`src/rtl/cmp_scan_pkg.sv`:
```
// Shared types and helpers for the comparator self-test sequencer.
// Holds the scan state encoding, pair count and golden comparator model.
package cmp_scan_pkg;

    typedef enum logic [1:0] {
        IDLE,
        HOLD,
        DONE
    } scan_state_e;

    localparam int unsigned NUM_PAIRS = 16;
    localparam logic [3:0]  NO_FAIL   = 4'hF;
    localparam logic [3:0]  LAST_IDX  = 4'(NUM_PAIRS - 1);

    // Expected {red, green, blue} for a correct 2-bit magnitude comparator.
    function automatic logic [2:0] golden_rgb(input logic [1:0] a, input logic [1:0] b);
        return {(a >= b), (a <= b), (a != b)};
    endfunction

endpackage

```
`src/rtl/cmp_scan_hold_cnt.sv`:
```
// Hold counter: counts 0..HOLD_CYCLES-1 while enabled, wraps on terminal count.
// tc_o flags the final cycle of each hold window.
module cmp_scan_hold_cnt #(
    parameter int unsigned HOLD_CYCLES = 4,
    parameter int unsigned CNT_W       = $clog2(HOLD_CYCLES + 1)
) (
    input  logic clk,
    input  logic rst_n,
    input  logic clr_i,
    input  logic en_i,
    output logic tc_o
);

    localparam logic [CNT_W-1:0] TC_VAL = CNT_W'(HOLD_CYCLES - 1);

    logic [CNT_W-1:0] cnt_q;
    logic [CNT_W-1:0] cnt_d;

    assign tc_o = (cnt_q == TC_VAL);

    always_comb begin
        cnt_d = cnt_q;
        if (clr_i) begin
            cnt_d = '0;
        end else if (en_i) begin
            cnt_d = tc_o ? '0 : cnt_q + CNT_W'(1);
        end
    end

    always_ff @(posedge clk) begin
        if (!rst_n) begin
            cnt_q <= '0;
        end else begin
            cnt_q <= cnt_d;
        end
    end

endmodule

```
`src/rtl/cmp_scan_ctrl.sv`:
```
// Self-test sequencer stepping a 2-bit comparator through all 16 (a,b) pairs.
// Optional result log with read port is enabled by defining CMP_SCAN_LOG_EN.
module cmp_scan_ctrl
    import cmp_scan_pkg::*;
#(
    parameter int unsigned HOLD_CYCLES = 4
) (
    input  logic       clk,
    input  logic       rst_n,
    input  logic       start,
    input  logic       abort,
    input  logic       red_i,
    input  logic       green_i,
    input  logic       blue_i,
    output logic [1:0] a_o,
    output logic [1:0] b_o,
    output logic       busy,
    output logic       done,
    output logic       pass,
    output logic [4:0] err_cnt,
    output logic [3:0] first_fail
`ifdef CMP_SCAN_LOG_EN
    ,
    input  logic [3:0] rd_idx,
    output logic [2:0] rd_rgb
`endif
);

    localparam int unsigned HOLD_W = $clog2(HOLD_CYCLES + 1);

    scan_state_e state_q, state_d;
    logic [3:0]  idx_q, idx_d;
    logic        done_q, done_d;
    logic        pass_q, pass_d;
    logic [4:0]  err_q, err_d;
    logic [3:0]  ff_q, ff_d;

    logic        hold_tc;
    logic        hold_en;
    logic        hold_clr;
    logic [2:0]  sample_rgb;
    logic        mismatch;

    assign sample_rgb = {red_i, green_i, blue_i};
    assign mismatch   = (sample_rgb != golden_rgb(idx_q[3:2], idx_q[1:0]));

    // Counter only advances in an uninterrupted HOLD; any other state parks it at 0.
    assign hold_en  = (state_q == HOLD) && !abort;
    assign hold_clr = (state_q != HOLD) || abort;

    cmp_scan_hold_cnt #(
        .HOLD_CYCLES(HOLD_CYCLES),
        .CNT_W      (HOLD_W)
    ) u_hold_cnt (
        .clk  (clk),
        .rst_n(rst_n),
        .clr_i(hold_clr),
        .en_i (hold_en),
        .tc_o (hold_tc)
    );

    always_comb begin
        state_d = state_q;
        idx_d   = idx_q;
        done_d  = done_q;
        pass_d  = pass_q;
        err_d   = err_q;
        ff_d    = ff_q;
        case (state_q)
            IDLE: begin
                idx_d = '0;
                if (start && !abort) begin
                    state_d = HOLD;
                    err_d   = '0;
                    ff_d    = NO_FAIL;
                    done_d  = 1'b0;
                    pass_d  = 1'b0;
                end
            end
            HOLD: begin
                if (abort) begin
                    state_d = IDLE;
                    idx_d   = '0;
                end else if (hold_tc) begin
                    if (mismatch) begin
                        err_d = err_q + 5'd1;
                        if (ff_q == NO_FAIL) begin
                            ff_d = idx_q;
                        end
                    end
                    // pass must see the last pair's result, hence err_d not err_q.
                    if (idx_q == LAST_IDX) begin
                        state_d = DONE;
                        done_d  = 1'b1;
                        pass_d  = (err_d == '0);
                    end else begin
                        idx_d = idx_q + 4'd1;
                    end
                end
            end
            DONE: begin
                state_d = IDLE;
                idx_d   = '0;
            end
            default: begin
                state_d = IDLE;
                idx_d   = '0;
            end
        endcase
    end

    always_ff @(posedge clk) begin
        if (!rst_n) begin
            state_q <= IDLE;
            idx_q   <= '0;
            done_q  <= 1'b0;
            pass_q  <= 1'b0;
            err_q   <= '0;
            ff_q    <= NO_FAIL;
        end else begin
            state_q <= state_d;
            idx_q   <= idx_d;
            done_q  <= done_d;
            pass_q  <= pass_d;
            err_q   <= err_d;
            ff_q    <= ff_d;
        end
    end

    assign a_o        = idx_q[3:2];
    assign b_o        = idx_q[1:0];
    assign busy       = (state_q == HOLD);
    assign done       = done_q;
    assign pass       = pass_q;
    assign err_cnt    = err_q;
    assign first_fail = ff_q;

`ifdef CMP_SCAN_LOG_EN
    logic [2:0] log_q [NUM_PAIRS];
    logic [2:0] rd_rgb_q;
    logic       scan_accept;
    logic       sample_en;

    assign scan_accept = (state_q == IDLE) && start && !abort;
    assign sample_en   = hold_en && hold_tc;

    always_ff @(posedge clk) begin
        if (!rst_n) begin
            for (int unsigned i = 0; i < NUM_PAIRS; i++) begin
                log_q[i] <= '0;
            end
            rd_rgb_q <= '0;
        end else begin
            if (scan_accept) begin
                for (int unsigned i = 0; i < NUM_PAIRS; i++) begin
                    log_q[i] <= '0;
                end
            end else if (sample_en) begin
                log_q[idx_q] <= sample_rgb;
            end
            rd_rgb_q <= log_q[rd_idx];
        end
    end

    assign rd_rgb = rd_rgb_q;
`endif

endmodule

```
`config.mk`:
```
export PLATFORM = sky130hd
export DESIGN_NAME = cmp_scan_ctrl
export DESIGN_NICKNAME = d
export VERILOG_FILES = /design/src/rtl/cmp_scan_pkg.sv /design/src/rtl/cmp_scan_hold_cnt.sv /design/src/rtl/cmp_scan_ctrl.sv
export SDC_FILE = /design/constraint.sdc
export NUM_CORES = 1
export LEC_CHECK = 0
export ABC_AREA = 1
export CORE_MARGIN = 2
export CORE_UTILIZATION = 47
export CTS_CLUSTER_DIAMETER = 30
export CTS_CLUSTER_SIZE = 12
export DETAILED_ROUTE_END_ITERATION = 7
export PLACE_DENSITY = 0.76
export SYNTH_ARGS = -nofsm -noshare
export SYNTH_HDL_FRONTEND = slang
export SYNTH_SLANG_ARGS = --single-unit
```
`constraint.sdc`:
```
create_clock -name clk -period 3.3 [get_ports clk]
set_clock_uncertainty 0.15 [all_clocks]
set_input_delay 0.825 -clock clk [delete_from_list [all_inputs] [get_ports clk]]
set_output_delay 0.825 -clock clk [all_outputs]
set_load 0.01 [all_outputs]
```
Word level (Yosys, flattened, before mapping)
Cells that the tools add are included.
Widths: inputs -> output; s select.
- magnitude comparators: 2
- eq/ne operators: 15
- bitwise logic cells: 3
- add/sub/neg operators: 3
- reduce and logical (&&, ||, !) cells: 14
- muxes and demuxes: 29
- operators by type and width (operator ; count):
    $mux 5 ; 7
    $mux 4 ; 5
    $ne 2x1->1 const B ; 5
    $pmux 5 s2 ; 1
    $eq 4x4->1 const B ; 2
    $mux 2 ; 4
    $pmux 4 s2 ; 1
    $mux 1 ; 7
    $ne 3x2->1 const B ; 2
    $reduce_and 6->1 ; 1
    $add 5x1->5 const B ; 1
    $logic_not 5->1 ; 1
    $reduce_and 5->1 ; 1
    $add 4x1->4 const B ; 1
    $ne 2x2->1 const B ; 2
    $pmux 1 s2 ; 2
    $pmux 2 s2 ; 1
    $reduce_and 4->1 ; 1
    $add 3x1->3 const B ; 1
    $eq 3x2->1 const B ; 1
    $mux 3 ; 1
    $ne 3x3->1 ; 1
    $not 1->1 ; 3
    $reduce_and 3->1 ; 1
    other kinds (12) ; 13
- logic and storage cells: 73
- output and inout bits: 16
- flip-flop bits (word level): 20
- input bits: 7

Logic depth before layout (Yosys ltp)
- word-level depth: 11
- depth in mapped cells: 14
- mapped depth without buffers: 14

Cells and area by module
A second synthesis with hierarchy kept.
- cells, all modules: 166
- area total of the unflattened synthesis: 1202.4 um^2
- by module, submodules not included (module ; cells an instance ; area each (um^2) ; times used ; seq. area each (um^2)):
    cmp_scan_ctrl ; 147 ; 1062.3 ; 1 ; 340.3
    cmp_scan_hold_cnt ; 19 ; 140.1 ; 1 ; 60.1

Worst setup path after synthesis
No wires, ideal clock.
- kind: reg-to-reg
- start: register idx_q[2]
- end: register ff_q[1], in the netlist first_fail[1]
- setup time: 123 ps
- cell stages (with the launch flop): 13
- slack: 1436 ps
- buffers on the path: 0
- clock period less this slack: 1864 ps
- data required time: 3027 ps
- data arrival time: 1590 ps
- cell sequence: dfxtp_1 inv_1 ha_1 nand2_2 nand2_2 nand2_1 nand2_2 nand3_4 o21ai_2 nor2_2 inv_2 nand2_1 nand3_1
- longest elaborated chain between the ends: 4
- elaborated cells on any way between the ends: 6
- those cells by class: order compare (2); eq/ne (3); reduce/logical (1)
- ends and longest elaborated chain (what ; RTL line ; source):
    from (decl) ; cmp_scan_ctrl.sv:32 ; logic [3:0] idx_q, idx_d;
    from (signal assigned) ; cmp_scan_ctrl.sv:122 ; idx_q <= idx_d;
    $le 2x2->1, or another cell as far along ; cmp_scan_pkg.sv:17 ; return {(a >= b), (a <= b), (a != b)};
    $ne 3x3->1 * ; cmp_scan_ctrl.sv:45 ; assign mismatch = (sample_rgb != golden_rgb(idx_q[3:2], idx_q[1:0]));
    $ne 2x1->1 (no line) * ; n/a ;
    $reduce_and 6->1 (no line) * ; n/a ;
    to (signal assigned) ; cmp_scan_ctrl.sv:119 ; ff_q <= NO_FAIL;
    to (signal assigned) ; cmp_scan_ctrl.sv:126 ; ff_q <= ff_d;
    to (decl) ; cmp_scan_ctrl.sv:36 ; logic [3:0] ff_q, ff_d;
Mark *: on every way between the ends. The rest lies on a longest branch, timed or not.
A chain may end at the register's enable or synchronous reset.

Final worst setup path
- start: register state_q[0]
- end: output busy
- longest elaborated chain between the ends: 1
- ends and longest elaborated chain (what ; RTL line ; source):
    from (decl) ; cmp_scan_ctrl.sv:31 ; scan_state_e state_q, state_d;
    from (signal assigned) ; cmp_scan_ctrl.sv:121 ; state_q <= state_d;
    $eq 2x1->1 ; cmp_scan_ctrl.sv:132 ; assign busy = (state_q == HOLD);
    to (decl) ; cmp_scan_ctrl.sv:17 ; output logic busy,
Every way passes these cells.

==> flow_metrics.env <==
export IMPL_outcome="finished, final reports clean"
export IMPL_numCtsBuffers=3
export IMPL_start_util=0.5006
export IMPL_io_buffers=22
export IMPL_syn_area_mm2=0.001107
export IMPL_grt_overflow=0
export IMPL_grt_use_total=0.2001
export IMPL_startpoint_type="register"
export IMPL_ant_nets=0
export IMPL_drive_gt1_frac=0.1135
export IMPL_grt_pass1_wl_um=4126
export IMPL_synth_cell_type_count=25
export IMPL_drv_slew=0
export IMPL_coreArea_mm2=0.002212
export IMPL_synth_warnings=0
export IMPL_grt_max_degree=11
export IMPL_die_y_um=52.54
export IMPL_die_area_mm2=0.002760
export IMPL_mostFrequentLayoutCells="nand2_1, clkdlybuf4s50_1, dfxtp_1"
export IMPL_setup_tns_ns=0
export IMPL_cts_setup_buffers=0
export IMPL_rsz0062_at_grt="false"
export IMPL_chipWidth_um=52.54
export IMPL_holdPathStages=1
export IMPL_cts_hold_fix_buffers=0
export IMPL_cts_root_buf="clkbuf_4"
export IMPL_syn_area_per_cell_um2=6.921
export IMPL_multiInputGateArea_um2=620.6
export IMPL_vias_per_cell=4.953
export IMPL_dr_pass1_iters=4
export IMPL_max_cap_violations=0
export IMPL_syn2layout_area_growth_pct=25.08
export IMPL_seq_area_um2=400.4
export IMPL_drt_initial_drc_count=4
export IMPL_clockBufferDepth=2
export IMPL_ir_drop_uv=375.0
export IMPL_pin_count=23
export IMPL_holdWs_ns=0.2874
export IMPL_postLayoutCellArea_mm2=0.001385
export IMPL_post_drt_wl_per_cell_um=11.00
export IMPL_clock_latency_ns=0.30
export IMPL_ff2ff_path_depth=13
export IMPL_nFillCells=203
export IMPL_worstMarginPinSlew_ns=0.3491
export IMPL_crit_type="reg -> out"
export IMPL_async_reset_ff_frac=0
export IMPL_seq_area_frac_synth=0.3616
export IMPL_place_congestion=0.8038
export IMPL_cp_max_fo=5
export IMPL_synth_seq_cells=20
export IMPL_postLayoutSetupSlackWorst_ns=0.9032
export IMPL_vias=1055
export IMPL_antenna_found_initial=0
export IMPL_pwr_density_cell_mw_per_mm2=323.0
export IMPL_dp_hpwl_um=1854
export IMPL_ctsResizeCount=0
export IMPL_power_leakage_nw=0.5586
export IMPL_numClockSinks=20
export IMPL_cts_tree="yes"
export IMPL_dp_slack_ns=0.8113
export IMPL_cp_end_kind="output pin"
export IMPL_synthCells=160
export IMPL_grt_pass1_vias=1026
export IMPL_post_route_util=0.6261
export IMPL_hold_violations=0
export IMPL_htree_levels=1
export IMPL_fin_crit_ns=2.397
export IMPL_wirelength_um=2342
export IMPL_place_area_mm2=0.001363
export IMPL_setup_viol_count_final=0
export IMPL_hold_path_class="reg -> reg"
export IMPL_n_antenna_cell=0
export IMPL_finalCritPeriodShare=0.7263
export IMPL_drc=0
export IMPL_max_slew_margin=0.7664
export IMPL_fmax_ghz=0.4172
export IMPL_num_rows=17
export IMPL_synth_ff_type="dfxtp_1"
export IMPL_synth_edf_count=0
export IMPL_nets=199
export IMPL_mostFrequentLayoutCell="nand2_1"
export IMPL_synth_fp_nets=172
export IMPL_cp_arrival_ns=1.42
export IMPL_crit_required_ns=2.32
export IMPL_cts_clk_slew_worst_paths_ns=0.11
cells by family (layout without fill, tap and decap cells):
logic type,count (synthesis),after routing,share of synthesized area
flip-flops,20,20,0.3616
adder cells (fa/ha/maj),5,5,0.05650
buffers and inverters,23,48,0.07795
XOR/XNOR,3,3,0.02373
AND/OR/NAND/NOR,89,89,0.3831
AO/OA/AOI/OAI,20,20,0.09717
cell type report:
| class | instances | share of cell area |
|---|---|---|
| Multi-Input combinational cell | 117 | 0.4481 |
| Sequential cell | 20 | 0.2891 |
| Timing Repair Buffer | 22 | 0.1590 |
| Inverter | 23 | 0.06233 |
| Tap cell | 28 | 0.02529 |
| Clock buffer | 3 | 0.01626 |
path summary, 6_finish.rpt:
check / start / end / slack [ns]
worst max-delay path: state_q[0]$_SDFFE_PN0P_ / busy / 0.90
worst min-delay path: u_hold_cnt.cnt_q[0]$_SDFFE_PP0P_ / u_hold_cnt.cnt_q[0]$_SDFFE_PP0P_ / 0.29
worst max register to register: idx_q[2]$_SDFFE_PP0P_ / pass$_SDFFE_PN0P_ / 1.26
worst min register to register: u_hold_cnt.cnt_q[0]$_SDFFE_PP0P_ / u_hold_cnt.cnt_q[0]$_SDFFE_PP0P_ / 0.29
synth_stat cells (2+ instances only):
| cell | number | area [µm²] |
|---|---|---|
| a21oi_1 | 10 | 50.05 |
| dfxtp_1 | 20 | 400.4 |
| ha_1 | 5 | 62.56 |
| inv_1 | 18 | 67.56 |
| inv_2 | 4 | 15.01 |
| nand2_1 | 44 | 165.2 |
| nand2_2 | 5 | 31.28 |
| nand3_1 | 13 | 65.06 |
| nand4_1 | 5 | 31.28 |
| nor2_1 | 12 | 45.04 |
| nor3_1 | 2 | 10.01 |
| o21ai_0 | 3 | 15.01 |
| o21ai_1 | 5 | 25.02 |
| or2_2 | 2 | 12.51 |
| xor2_1 | 2 | 17.52 |
where the power goes:
group          internal (W)  leakage [nW]  total (W)  switching, W
logic             0.0000355         0.383  0.0000788     0.0000434
registers          0.000249         0.162   0.000256    0.00000647
clock network     0.0000426        0.0138   0.000113     0.0000702
flip-flops by register name, summed over array words and instances (netlist names):
register and flops:
done 1, err_cnt 5, first_fail 4, idx_q 4, pass 1, state_q 2
u_hold_cnt.cnt_q 3
worst max-delay path, stage by stage (launching register included):
cell and delay, ns:
dfxtp_1 0.36, inv_2 0.06, nor2_4 0.14, clkdlybuf4s50_1 0.56
stage by stage:
step | power, W | std cells
2_1_floorplan | 0.0003074 | 160
3_3_place_gp | 0.0003385 | 210
3_5_place_dp | 0.0003403 | 210
4_1_cts | 0.0004544 | 213
5_1_grt | 0.0004743 | 213
6_report | 0.0004474 | 213
layer usage:
| metal | part of all wire | global-route usage | vias up |
|---|---|---|---|
| met4 | 0.015 | 0.1026 | 0 |
| met3 | 0.032 | 0.04000 | 4 |
| met5 | 0 | 0 | - |
| li1 | - | - | 569 |
| met1 | 0.47 | 0.2469 | 468 |
| met2 | 0.48 | 0.3271 | 14 |
No activity file was read; power rests on OpenSTA's default activity.
